File: config.mk
export PLATFORM = sky130hd
export DESIGN_NAME = lcd_cmd_seq
export DESIGN_NICKNAME = d
export VERILOG_FILES = /design/src/rtl/lcd_pkg.sv /design/src/rtl/lcd_instr_buf.sv /design/src/rtl/lcd_cmd_seq.sv
export SDC_FILE = /design/constraint.sdc
export NUM_CORES = 1
export LEC_CHECK = 0
export BUFFER_PORTS_ARGS = -buffer_cell sky130_fd_sc_hd__buf_2
export CORE_UTILIZATION = 30
export DETAILED_ROUTE_END_ITERATION = 7
export PLACE_DENSITY = 0.52
export SKIP_LAST_GASP = 1
export SLEW_MARGIN = 20
export SYNTH_ARGS = -nofsm -noshare
export SYNTH_HDL_FRONTEND = slang
export SYNTH_SLANG_ARGS = --single-unit
File: constraint.sdc
create_clock -name clk -period 3.8 [get_ports clk]
set_input_delay 0.19 -clock clk [delete_from_list [all_inputs] [get_ports clk]]
set_output_delay 0.19 -clock clk [all_outputs]
set_load 0.01 [all_outputs]
File: src/rtl/lcd_pkg.sv
// Shared definitions for the LCD instruction sequencer: FSM encoding,
// instruction word layout and the clear/home detection helper.
package lcd_pkg;

    // Instruction word layout: [10:3] byte, [2] unused, [1] RW, [0] RS
    localparam int INSTR_W = 11;
    localparam int BYTE_HI = 10;
    localparam int BYTE_LO = 3;
    localparam int RW_BIT  = 1;
    localparam int RS_BIT  = 0;

    // Bytes at or below this value with RS=0 are clear/home instructions,
    // which need the long post-instruction wait.
    localparam logic [7:0] CLR_HOME_MAX = 8'h03;

    typedef enum logic [2:0] {
        ST_IDLE   = 3'd0,
        ST_SETUP  = 3'd1,
        ST_PULSE  = 3'd2,
        ST_WAIT   = 3'd3,
        ST_FINISH = 3'd4
    } lcd_state_t;

    function automatic logic [7:0] instr_byte(input logic [INSTR_W-1:0] w);
        return w[BYTE_HI:BYTE_LO];
    endfunction

    function automatic logic is_clr_home(input logic [7:0] b, input logic rs);
        return (rs == 1'b0) && (b <= CLR_HOME_MAX);
    endfunction

endpackage

File: src/rtl/lcd_instr_buf.sv
// Instruction register file: one synchronous write port, one
// asynchronous read port. Storage has no reset; the owner's count
// decides which entries are meaningful.
module lcd_instr_buf
    import lcd_pkg::*;
#(
    parameter int DEPTH = 16
) (
    input  logic                     clk,
    input  logic                     wr_en,
    input  logic [$clog2(DEPTH)-1:0] wr_idx,
    input  logic [INSTR_W-1:0]       wr_data,
    input  logic [$clog2(DEPTH)-1:0] rd_idx,
    output logic [INSTR_W-1:0]       rd_data
);

    logic [INSTR_W-1:0] mem [DEPTH];

    // Write port
    always_ff @(posedge clk) begin
        if (wr_en) begin
            mem[wr_idx] <= wr_data;
        end
    end

    assign rd_data = mem[rd_idx];

endmodule

File: src/rtl/lcd_cmd_seq.sv
// LCD command sequencer: buffers HD44780-style instructions and plays
// them back with setup / enable / post-wait timing, in 8-bit or 4-bit
// bus mode. One shared down-counter times every phase.
module lcd_cmd_seq
    import lcd_pkg::*;
#(
    parameter int DEPTH        = 16,
    parameter int SETUP_CYCLES = 4,
    parameter int EN_CYCLES    = 24,
    parameter int CMD_WAIT     = 2000,
    parameter int CLR_WAIT     = 82000,
    parameter int NIBBLE_MODE  = 0
) (
    input  logic                   clk,
    input  logic                   reset,
    input  logic                   wr_en,
    input  logic [INSTR_W-1:0]     wr_data,
    input  logic                   flush,
    input  logic                   init,
    output logic                   busy,
    output logic                   full,
    output logic [$clog2(DEPTH):0] count,
    output logic                   DONE,
    output logic                   lcd_rs,
    output logic                   lcd_rw,
    output logic                   lcd_e,
    output logic [7:0]             lcd_data,
    output logic [INSTR_W-1:0]     salida
);

    localparam int IDX_W = $clog2(DEPTH);
    localparam int CNT_W = IDX_W + 1;

    // Timer sized for the longest phase
    localparam int MAX_A = (SETUP_CYCLES > EN_CYCLES) ? SETUP_CYCLES : EN_CYCLES;
    localparam int MAX_B = (CMD_WAIT > CLR_WAIT) ? CMD_WAIT : CLR_WAIT;
    localparam int MAX_T = (MAX_A > MAX_B) ? MAX_A : MAX_B;
    localparam int TW    = $clog2(MAX_T + 1);

    localparam logic [TW-1:0] SETUP_LD = TW'(SETUP_CYCLES - 1);
    localparam logic [TW-1:0] EN_LD    = TW'(EN_CYCLES - 1);
    localparam logic [TW-1:0] CMD_LD   = TW'(CMD_WAIT - 1);
    localparam logic [TW-1:0] CLR_LD   = TW'(CLR_WAIT - 1);

    lcd_state_t          state;
    logic [TW-1:0]       timer;
    logic [IDX_W-1:0]    rd_idx;
    logic [7:0]          cur_byte;
    logic                cur_long;
    logic                low_half;

    logic                idle;
    logic                wr_accept;
    logic [CNT_W-1:0]    count_nxt;
    logic [IDX_W-1:0]    rd_addr;
    logic [INSTR_W-1:0]  rd_word;
    logic [INSTR_W-1:0]  ld_word;
    logic [7:0]          ld_byte;
    logic                last_entry;
    logic                unused_bit;

    assign idle      = (state == ST_IDLE);
    assign wr_accept = idle && wr_en && !full && !flush;
    assign full      = (count == CNT_W'(DEPTH));

    // Buffer occupancy after this edge; flush beats a simultaneous write
    always_comb begin
        count_nxt = count;
        if (idle && flush) begin
            count_nxt = '0;
        end else if (wr_accept) begin
            count_nxt = count + 1'b1;
        end
    end

    // Occupancy register
    always_ff @(posedge clk) begin
        if (reset) begin
            count <= '0;
        end else begin
            count <= count_nxt;
        end
    end

    // In IDLE we prefetch entry 0; during playback the entry after rd_idx
    assign rd_addr = idle ? '0 : rd_idx + 1'b1;

    lcd_instr_buf #(
        .DEPTH (DEPTH)
    ) u_buf (
        .clk     (clk),
        .wr_en   (wr_accept && !reset),
        .wr_idx  (count[IDX_W-1:0]),
        .wr_data (wr_data),
        .rd_idx  (rd_addr),
        .rd_data (rd_word)
    );

    // A write landing in entry 0 on the init edge is not in storage yet,
    // so forward it straight to the bus.
    assign ld_word    = (idle && wr_accept && (count == '0)) ? wr_data : rd_word;
    assign ld_byte    = instr_byte(ld_word);
    assign last_entry = ((CNT_W'(rd_idx) + 1'b1) == count);
    assign unused_bit = ld_word[2];

    assign salida = {lcd_data, lcd_e, lcd_rw, lcd_rs};

    // Playback FSM with registered LCD outputs
    always_ff @(posedge clk) begin
        if (reset) begin
            state    <= ST_IDLE;
            timer    <= '0;
            rd_idx   <= '0;
            cur_byte <= '0;
            cur_long <= 1'b0;
            low_half <= 1'b0;
            busy     <= 1'b0;
            DONE     <= 1'b0;
            lcd_e    <= 1'b0;
            lcd_rs   <= 1'b0;
            lcd_rw   <= 1'b0;
            lcd_data <= '0;
        end else begin
            DONE <= 1'b0;
            case (state)
                ST_IDLE: begin
                    lcd_e <= 1'b0;
                    if (init) begin
                        if (count_nxt == '0) begin
                            state <= ST_FINISH;
                            DONE  <= 1'b1;
                        end else begin
                            state    <= ST_SETUP;
                            busy     <= 1'b1;
                            rd_idx   <= '0;
                            timer    <= SETUP_LD;
                            low_half <= 1'b0;
                            cur_byte <= ld_byte;
                            cur_long <= is_clr_home(ld_byte, ld_word[RS_BIT]);
                            lcd_rs   <= ld_word[RS_BIT];
                            lcd_rw   <= ld_word[RW_BIT];
                            lcd_data <= (NIBBLE_MODE != 0) ? {ld_byte[7:4], 4'h0} : ld_byte;
                        end
                    end
                end

                ST_SETUP: begin
                    if (timer == '0) begin
                        state <= ST_PULSE;
                        lcd_e <= 1'b1;
                        timer <= EN_LD;
                    end else begin
                        timer <= timer - 1'b1;
                    end
                end

                ST_PULSE: begin
                    if (timer == '0) begin
                        lcd_e <= 1'b0;
                        if ((NIBBLE_MODE != 0) && !low_half) begin
                            // Second transfer carries the low nibble
                            state    <= ST_SETUP;
                            low_half <= 1'b1;
                            lcd_data <= {cur_byte[3:0], 4'h0};
                            timer    <= SETUP_LD;
                        end else begin
                            state <= ST_WAIT;
                            timer <= cur_long ? CLR_LD : CMD_LD;
                        end
                    end else begin
                        timer <= timer - 1'b1;
                    end
                end

                ST_WAIT: begin
                    if (timer == '0) begin
                        if (last_entry) begin
                            state <= ST_FINISH;
                            busy  <= 1'b0;
                            DONE  <= 1'b1;
                        end else begin
                            state    <= ST_SETUP;
                            rd_idx   <= rd_idx + 1'b1;
                            timer    <= SETUP_LD;
                            low_half <= 1'b0;
                            cur_byte <= ld_byte;
                            cur_long <= is_clr_home(ld_byte, ld_word[RS_BIT]);
                            lcd_rs   <= ld_word[RS_BIT];
                            lcd_rw   <= ld_word[RW_BIT];
                            lcd_data <= (NIBBLE_MODE != 0) ? {ld_byte[7:4], 4'h0} : ld_byte;
                        end
                    end else begin
                        timer <= timer - 1'b1;
                    end
                end

                ST_FINISH: begin
                    state  <= ST_IDLE;
                    rd_idx <= '0;
                    busy   <= 1'b0;
                end

                default: begin
                    state <= ST_IDLE;
                    busy  <= 1'b0;
                    lcd_e <= 1'b0;
                end
            endcase
        end
    end

endmodule

==> results of run 1 <==
critical path, stage by stage, from the launching register on:
cell and delay [ns]:
dfxtp_1 0.34, inv_1 0.07, ha_1 0.25, and4bb_2 0.29, nor3_2 0.32, mux2_2 0.39, a31o_1 0.22, o21a_1 0.23
or3_1 0.46, buf_4 0.21, o21ai_0 0.16, a21oi_1 0.08
layout make-up:
| cell class | instances | share of cell area [%] |
|---|---|---|
| flip-flops and latches | 203 | 54.00 |
| multi-input cells | 434 | 28.46 |
| repair buffers | 91 | 5.604 |
| clock buffers | 25 | 5.449 |
| well taps | 384 | 4.579 |
| clock inverters | 14 | 1.514 |
| inverters | 11 | 0.3935 |
where the power goes:
part           internal, W  switching, W
registers          0.00243     0.0000311
logic             0.000299      0.000514
clock network      0.00129      0.000873
routing by layer:
layer	global-route usage [%]	share of wire, %
met1	22.41	48
met2	23.82	45
met3	2.384	4.9
met4	3.180	1.8
met5	0	0
cell usage in the layout, fill, tap and decap left out, drive strengths merged, types with 17 or more instances in the layout:
cell type / Yosys / final
edfxtp: 160 / 160
buf: 23 / 90
nor2: 82 / 82
dfxtp: 43 / 43
nor3: 42 / 42
nand2: 38 / 38
a21oi: 30 / 30
clkbuf: 31 / 25
o21ai: 23 / 23
mux4: 17 / 17
metrics by stage:
step                      hold slack (ns)  area (sq um)  worst slack, ns  instances  total power [W]
after CTS                         0.08036         10490           0.6273       1162         0.005485
final                             0.09544         10490           0.6358       1162         0.005436
after detailed placement           0.4627          9753           0.6503       1122         0.003321
after global placement             0.4661          9753           0.6734       1122         0.003317
after global routing              0.09602         10490           0.4681       1162         0.005662
after floorplan                    0.2889          8921           0.7286        702         0.003045
sequential cells by signal, indices dropped and copies added, names as in the netlist:
register and count:
DONE 1, busy 1, count 5, cur_long 1, lcd_data 8, lcd_e 1
lcd_rs 1, lcd_rw 1, rd_idx 4, state 3, timer 17, u_buf.mem 160
cell families (layout without fill, tap and decap cells):
family          after synthesis  in the layout
simple gates                231            231
flops                       203            203
compound gates              144            144
buf+inv                      65            141
mux                          40             40
xor+xnor                     13             13
fa+ha+maj                     6              6
path summary, 6_finish.rpt:
path	startpoint	to	slack, ns
setup reg to reg	count[0]	timer[9]	0.64
hold / removal	wr_data[9]	u_buf.mem[8][9]	0.1
hold reg to reg	timer[15]	timer[15]	0.47
setup / recovery	count[0]	timer[9]	0.64
timing repair:
item                                   in CTS  in global routing
hold buffers                                1                  0
gates resized for setup                     0                  0
endpoints found under the hold margin       2                  0
==> results.ini, run 1 <==
[critical_path]
rr_worst_depth=11
endpoint_kind=register
crit_arrival_ns=3.52
crit_required_ns=4.15
cp_max_fo=8
worstSetupStartpointType=register
path_class=reg2reg

[clocking]
cts_buffers=22
clk_latency_ns=0.51
htreeDepth=1
post_cts_buffers=0
cts_max_path_buffers=3
cts.clk_slew.worst_paths_ns=0.06
tritoncts=built
clock-sinks=203
root_buffer=clkbuf_16

[drt]
vias_per_cell=5.185
first_pass_iters=5
drt-initial-drc-count=490
ant_nets=0
vias=6025
wl_per_cell_um=19.93
routed_wl_um=23150
drcViolationCount=0

[sta]
rsz0062_at_grt=no
fin_worst_skew_ns=0.01256
min_period_ns=3.164
hold_viol_final=0
worst_pin_slew_ns=0.8514
timing.final.crit_share_pct=83.27
slew_headroom_pct=43.24
slew_violations=0
setup_violations=0
setup_tns_ns=0
fmax_mhz=316.0

[logic_synthesis]
synth_warnings=0
avgSynthCellArea_sq_um=12.71
synth_top_family_by_area=simple AND/OR/NAND/NOR gates
yosys.area_share.simple_pct=12.93
synth_compound_area_share_pct=11.05
synth_fp_nets=724
yosys-top-cells-area=edfxtp_1, dfxtp_1, mux4_2
synth_area_leader_cell=edfxtp_1
ys_seq_area_share_pct=63.51
synth_fa_ha_area_share_pct=0.8415
synth_cells=702
synth_ff_type=edfxtp_1
ys_seq_elements=203
synthTopCellsByCount=edfxtp_1, nor2_1, dfxtp_1
synthArstFlopShare_pct=0
synth_top_area_share_pct=53.86
synthMuxAreaShare_pct=6.985
synth-edff-count=160
ys_types=69
yosysMostFrequentCell=edfxtp_1
synth_area_sq_um=8921
synth_xor_area_share_pct=1.276

[power_and_ir_drop]
ir_drop_uv=290.2
power_density_nw_per_um2=518.0
leakage_nw=3.477

[place]
io_buffer_count=44
gp_congestion=0.7949
post-dp-hpwl_um=14970

[floorplan]
die_h_um=174.4
rows=62
die_w_um=174.4
initial_core_util_pct=30.75
core_sq_um=29010
dieArea_sq_um=30430
io_pins=46

[cells_and_area]
fin_util_pct=36.17
fillCellCount=2831
drive_gt1_share_pct=21.72
antenna_cells=0
final-seq-area_sq_um=5667
syn2layout_area_growth_pct=17.63
multi_input_area_sq_um=2987
fin_nets=785

[min_path]
hold_path_depth=1
hp-class=in2reg

[grt]
grt_pass1_vias=5753
grt_usage_pct=15.30
grt_overflow=0
grt_first_pass_wirelength_um=35710
antenna_found_initial=0
grt_start_max_net_pins=43

[status]
status=finished clean

[run]
drv_cap=0

Power figures use the tool's default switching activity.
==> inputs of run 2 (changes only) <==
--- a/config.mk
+++ b/config.mk
@@ -8,7 +8,7 @@
 export BUFFER_PORTS_ARGS = -buffer_cell sky130_fd_sc_hd__buf_2
 export CORE_UTILIZATION = 30
 export DETAILED_ROUTE_END_ITERATION = 7
-export PLACE_DENSITY = 0.52
+export PLACE_DENSITY = 0.53
 export SKIP_LAST_GASP = 1
 export SLEW_MARGIN = 20
 export SYNTH_ARGS = -nofsm -noshare
==> constraint.sdc (replaced) <==
create_clock -name clk -period 2.8 [get_ports clk]
set_input_delay 0.14 -clock clk [delete_from_list [all_inputs] [get_ports clk]]
set_output_delay 0.14 -clock clk [all_outputs]
set_load 0.01 [all_outputs]
==> run 2 against run 1 <==
Net effect:
- final cell count rose by 2.4%
- via count up 1.2%
- largest power group unchanged
- flip-flop and latch count unchanged
- clock skew rose by 0.012 ns
==> results.ini, run 2 (synthesis results as in run 1) <==
[drt]
vias=6100  ; +1.2%
drt-initial-drc-count=529  ; +8.0%
drcViolationCount=0  ; unchanged
ant_nets=0  ; unchanged
first_pass_iters=5  ; unchanged
wl_per_cell_um=20.23  ; +1.5%
routed_wl_um=24070  ; +4.0%
vias_per_cell=5.126  ; -1.1%

[critical_path]
crit_required_ns=3.24  ; -0.91 ns
slowest_stage=or3_4
r2r-end=timer[3]
endpoint_kind=register
path_class=reg2reg
worst_path_largest_cell_delay_ns=0.39  ; -0.07 ns
crit_arrival_ns=3.16  ; -0.36 ns
worstSetupStartpointType=register
crit_cells=10  ; -1
r2r_start=count[0]
critPathBufInv=1  ; -1
crit_family=simple AND/OR/NAND/NOR gates
rr_worst_depth=10  ; -1
r2r_slack_ns=0.08  ; -0.56 ns
crit_chain=inv_1 > ha_1 > and4bb_2 > nor3_4 > mux2_4 > a31o_1 > o21a_1 > or3_4 > or3_1 > a21oi_1
cp_max_fo=4  ; -4

[min_path]
hold_path_depth=1  ; unchanged
holdPathEnd=u_buf.mem[1][8]
hp-class=in2reg
min-delay-start=wr_data[8]

[sta]
min_period_ns=2.721  ; -0.4433 ns
fin_worst_skew_ns=0.02492  ; +0.01236 ns
slew_violations=0  ; unchanged
timing.final.crit_share_pct=97.17  ; +14 points
setup_violations=0  ; unchanged
setup_ws_ns=0.07919  ; -0.5567 ns
worst_pin_slew_ns=0.6270  ; -0.2244 ns
hold_viol_final=0  ; unchanged
fmax_mhz=367.5  ; +16%
slew_headroom_pct=58.05  ; +15 points

[cells_and_area]
largest_register=u_buf.mem
syn2layout_area_growth_pct=21.42
drive_gt1_share_pct=25.43  ; +3.7 points
largest_reg_flops=160  ; unchanged
largest_registers=u_buf.mem x160, timer x17, lcd_data x8
fin_util_pct=37.33  ; +1.2 points
mostFrequentLayoutCells=edfxtp_1, nor2_1, buf_4, buf_2, dfxtp_1
fillCellCount=2865  ; +1.2%
fin_nets=813  ; +3.6%
final_common_cell=edfxtp_1
antenna_cells=0  ; unchanged

[place]
gp_congestion=0.7719  ; -2.9%
dpl_worst_slack_ns=0.03515  ; -0.6151 ns
post-dp-hpwl_um=15380  ; +2.7%
io_buffer_count=44  ; unchanged

[clocking]
tritoncts=built
cts_buffers=22  ; unchanged
clock-sinks=203  ; unchanged
cts.clk_slew.worst_paths_ns=0.06  ; about the same
htreeDepth=1  ; unchanged
cts_max_path_buffers=3  ; unchanged
clk_latency_ns=0.53  ; +0.02 ns
root_buffer=clkbuf_16

[run]
drv_cap=0  ; unchanged

[power_and_ir_drop]
power_frac_clock_pct=37.5  ; -2.2 points
pwr-share-seq_pct=45.9  ; +0.6 points
p_sw_w=0.001955  ; +38%
internal-power_w=0.005336  ; +33%
leakage_nw=3.655  ; +5.1%
power_density_nw_per_um2=673.2  ; +30%
swShare_pct=26.81  ; +0.71 points
power_frac_comb_pct=16.7  ; +1.7 points
ir_drop_uv=431.0  ; +49%

[grt]
antenna_found_initial=0  ; unchanged
grt_usage_pct=15.80  ; +0.49 points
grt_overflow=0  ; unchanged
grt_first_pass_wirelength_um=36890  ; +3.3%
grt_start_max_net_pins=48  ; +12%
grt_pass1_vias=6073  ; +5.6%

[floorplan]
die_h_um=174.4  ; unchanged
die_w_um=174.4  ; unchanged
rows=62  ; unchanged
dieArea_sq_um=30430  ; unchanged
initial_core_util_pct=30.75  ; unchanged
io_pins=46  ; unchanged
core_sq_um=29010  ; unchanged

[status]
status=finished clean

-- run 2: how the worst max path moves through the flow --
| stage | start | to | slack [ns] |
|---|---|---|---|
| detailed placement | count[0] | lcd_data[4] | 0.04 |
| global placement | count[0] | timer[12] | 0.07 |
| CTS | count[0] | timer[3] | 0.007 |
| global route | rd_idx[0] | timer[13] | -0.01 |
| floorplan | count[0] | timer[3] | -0.13 |
| finish | count[0] | timer[3] | 0.08 |
-- run 2: what timing repair did --
| item | in CTS | in global routing |
|---|---|---|
| resized for setup | 0 | 20 |
| hold endpoints to repair | 2 | 0 |
| endpoints found under the setup margin | 0 | 48 |
| hold buffers | 1 | 0 |
| setup buffers | 0 | 1 |
-- run 2: power groups by stage --
| stage | clock network (W) | registers [W] | logic, W |
|---|---|---|---|
| 2_1_floorplan | 0 | 0.00341 | 0.000724 |
| 4_1_cts | 0.00280 | 0.00335 | 0.00118 |
| 6_report | 0.00273 | 0.00334 | 0.00121 |
| 5_1_grt | 0.00290 | 0.00335 | 0.00134 |
| 3_5_place_dp | 0 | 0.00341 | 0.00117 |
| 3_3_place_gp | 0 | 0.00341 | 0.00117 |
-- run 2: area by class of cell --
type | count | area [sq um] | share of cell area, %
clock buffers | 29 | 576.8 | 5.325
well taps | 384 | 480.5 | 4.436
repair buffers | 119 | 899.6 | 8.305
clock inverters | 10 | 93.84 | 0.8664
flip-flops and latches | 203 | 5673 | 52.37
inverters | 11 | 41.29 | 0.3812
multi-input cells | 434 | 3067 | 28.31
-- run 2: per-stage QoR --
stage          std cells  hold slack [ns]  area, sq um   TNS, ns  total power [W]
2_1_floorplan        702           0.2389         8945    -1.779         0.004135
3_3_place_gp        1147           0.4515        10020         0         0.004576
3_5_place_dp        1147           0.4343        10020         0         0.004578
4_1_cts             1187          0.02768        10700         0         0.007325
5_1_grt             1190          0.03148        10830  -0.01072         0.007587
6_report            1190          0.02512        10830         0         0.007291
-- run 2: per-layer routing --
metal / up-vias / global-route usage (%) / wire length (um)
met3: 51 / 2.297 / 1378
li1: 2872 / - / -
met1: 2978 / 22.35 / 11060
met5: - / 0 / 0
met4: 0 / 5.336 / 736
met2: 199 / 24.70 / 10900
==> inputs of run 3 (changes only) <==
--- a/config.mk
+++ b/config.mk
@@ -6,6 +6,7 @@
 export NUM_CORES = 1
 export LEC_CHECK = 0
 export BUFFER_PORTS_ARGS = -buffer_cell sky130_fd_sc_hd__buf_2
+export CORE_ASPECT_RATIO = 0.75
 export CORE_UTILIZATION = 30
 export DETAILED_ROUTE_END_ITERATION = 7
 export PLACE_DENSITY = 0.53
==> run 3 against run 2 <==
Net effect:
- via count up 0.69%
- die area about the same
- critical path depth unchanged
- critical path type unchanged
- maximum frequency rose by 0.16%
- clock power increased by 6%
- worst setup slack gained 0.0044 ns
- first-iteration DRC count is 17% lower
- cell area down 0.24%
- clock-buffer cell count decreased by 5
- sequential power about the same
- wire length is 0.19% lower
- core utilization decreased by 0.31 points
- critical endpoint unchanged
- largest cell class unchanged
==> results.ini, run 3 (synthesis results as in run 1) <==
[grt]
met1_usage_pct=24.21  ; +1.9 points
antenna_found_initial=0  ; unchanged
grt_start_max_net_pins=42  ; -13%
top_usage_layer=met1
met3_usage_pct=2.969  ; +0.67 points
grt_overflow=0  ; unchanged
globalRouteMet2Util_pct=23.20  ; -1.5 points
grt_first_pass_wirelength_um=36230  ; -1.8%
grt_pass1_vias=5837  ; -3.9%
grt_usage_pct=15.85  ; +0.055 points

[power_and_ir_drop]
power_frac_clock_pct=39.0  ; +1.5 points
pwr-share-seq_pct=45.0  ; -0.9 points
power_density_nw_per_um2=687.9  ; +2.2%
power_frac_comb_pct=16.0  ; -0.7 points
ir_drop_uv=539.4  ; +25%
swShare_pct=26.66  ; -0.15 points
internal-power_w=0.005451  ; +2.2%
p_sw_w=0.001982  ; +1.4%
leakage_nw=3.637  ; -0.47%

[critical_path]
cp_max_fo=2  ; -2
crit_required_ns=3.24  ; about the same
endpoint_kind=register
path_class=reg2reg
crit_arrival_ns=3.16  ; about the same
worstSetupStartpointType=register

[cells_and_area]
final_common_cell=edfxtp_1
fillCellCount=2842  ; -0.80%
largest_reg_flops=160  ; unchanged
fin_area_sq_um=10810  ; -0.24%
antenna_cells=0  ; unchanged
syn2layout_area_growth_pct=21.12
mostFrequentLayoutCells=edfxtp_1, nor2_1, buf_4, buf_2, dfxtp_1
largest_registers=u_buf.mem x160, timer x17, lcd_data x8
drive_gt1_share_pct=26.49  ; +1.1 points
final-seq-area_sq_um=5669  ; about the same
fin_nets=810  ; -0.37%
largest_register=u_buf.mem
multi_input_area_sq_um=3067  ; unchanged

[clocking]
clock-sinks=203  ; unchanged
htreeDepth=1  ; unchanged
cts_max_path_buffers=3  ; unchanged
cts.clk_slew.worst_paths_ns=0.07  ; about the same
root_buffer=clkbuf_16
clk_latency_ns=0.51  ; -0.02 ns
tritoncts=built
cts_buffers=22  ; unchanged

[floorplan]
rows=54  ; -13%
die_h_um=151.3  ; -13%
core_sq_um=29190  ; +0.60%
dieArea_sq_um=30440  ; about the same
io_pins=46  ; unchanged
die_w_um=201.1  ; +15%
initial_core_util_pct=30.56  ; -0.18 points

[sta]
setup_ws_ns=0.08356  ; +0.004373 ns
slew_violations=0  ; unchanged
min_period_ns=2.716  ; -0.004373 ns
timing.final.crit_share_pct=97.02  ; -0.16 points
hold_viol_final=0  ; unchanged
fmax_mhz=368.1  ; +0.16%
setup_violations=0  ; unchanged
fin_worst_skew_ns=0.02541  ; +0.0004890 ns
worst_pin_slew_ns=0.7553  ; +0.1283 ns
slew_headroom_pct=49.46  ; -8.6 points

[place]
gp_congestion=0.7917  ; +2.6%
post-dp-hpwl_um=15710  ; +2.1%
io_buffer_count=44  ; unchanged
placed_area_sq_um=9998  ; -0.23%
dpl_worst_slack_ns=0.01747  ; -0.01768 ns

[status]
status=finished clean

[drt]
vias=6142  ; +0.69%
drcViolationCount=0  ; unchanged
first_pass_iters=5  ; unchanged
drt-initial-drc-count=438  ; -17%
routed_wl_um=24030  ; -0.19%
vias_per_cell=5.135  ; +0.18%
ant_nets=0  ; unchanged
wl_per_cell_um=20.09  ; -0.69%

[run]
drv_cap=0  ; unchanged

[min_path]
hp-class=in2reg

[run 3: changes by cell type in the layout (fill, tap and decap cells not counted), sizes merged]
cell      change
clkbuf        -7
bufinv        +1
clkinvlp      +4
clkinv        +1
buf           -1
[run 3: per-layer routing]
metal	vias to the layer above	part of all wire (%)
met5	-	0
met4	0	1.3
met3	23	6.2
met2	188	42
met1	3066	50
li1	2865	-
[run 3: timing repair]
item	in CTS	in global routing
pin swaps	0	1
hold buffers	1	0
hold endpoints to repair	2	0
gates resized for setup	1	16
setup endpoints to repair	1	21
buffers inserted	0	1
[run 3: stage by stage]
stage | power (W) | std cells | hold WS, ns | util, % | setup TNS [ns]
after CTS | 0.007465 | 1195 | 0.05132 | 36.79 | 0
after global routing | 0.007752 | 1196 | 0.06899 | 37.02 | -0.02099
after floorplan | 0.004135 | 702 | 0.2389 | - | -1.779
after global placement | 0.004550 | 1154 | 0.4414 | 34.26 | 0
final | 0.007433 | 1196 | 0.06027 | 37.02 | 0
after detailed placement | 0.004554 | 1154 | 0.4363 | 34.26 | 0
[run 3: worst max-delay path: stages, from the launching register on]
cell	delay, ns
dfxtp_2	0.32
inv_1	0.05
ha_1	0.20
and4bb_2	0.26
nor3_4	0.21
mux2_4	0.33
a31o_1	0.22
o21a_1	0.20
or3_4	0.38
or3_1	0.35
a21oi_1	0.14
[run 3: final cells by class]
cell class | instances | area share (%)
Multi-Input combinational cell | 434 | 28.38
Tap cell | 392 | 4.539
Inverter | 11 | 0.3821
Timing Repair Buffer | 116 | 7.527
Sequential cell | 203 | 52.47
Clock buffer | 24 | 5.361
Clock inverter | 16 | 1.343
[run 3: power by group through the flow]
stage,logic (W),clock network (W),registers [W]
5_1_grt,0.00130,0.00310,0.00335
3_5_place_dp,0.00115,0,0.00341
3_3_place_gp,0.00114,0,0.00341
4_1_cts,0.00116,0.00297,0.00334
6_report,0.00119,0.00290,0.00334
2_1_floorplan,0.000724,0,0.00341
[run 3: worst paths after layout]
kind	slack (ns)	cells after the start	startpoint	endpoint
min reg2reg	0.47	1	timer[15]	timer[15]
min	0.06	1	wr_data[6]	u_buf.mem[0][6]
max reg2reg	0.08	10	count[0]	timer[3]
max	0.08	10	count[0]	timer[3]
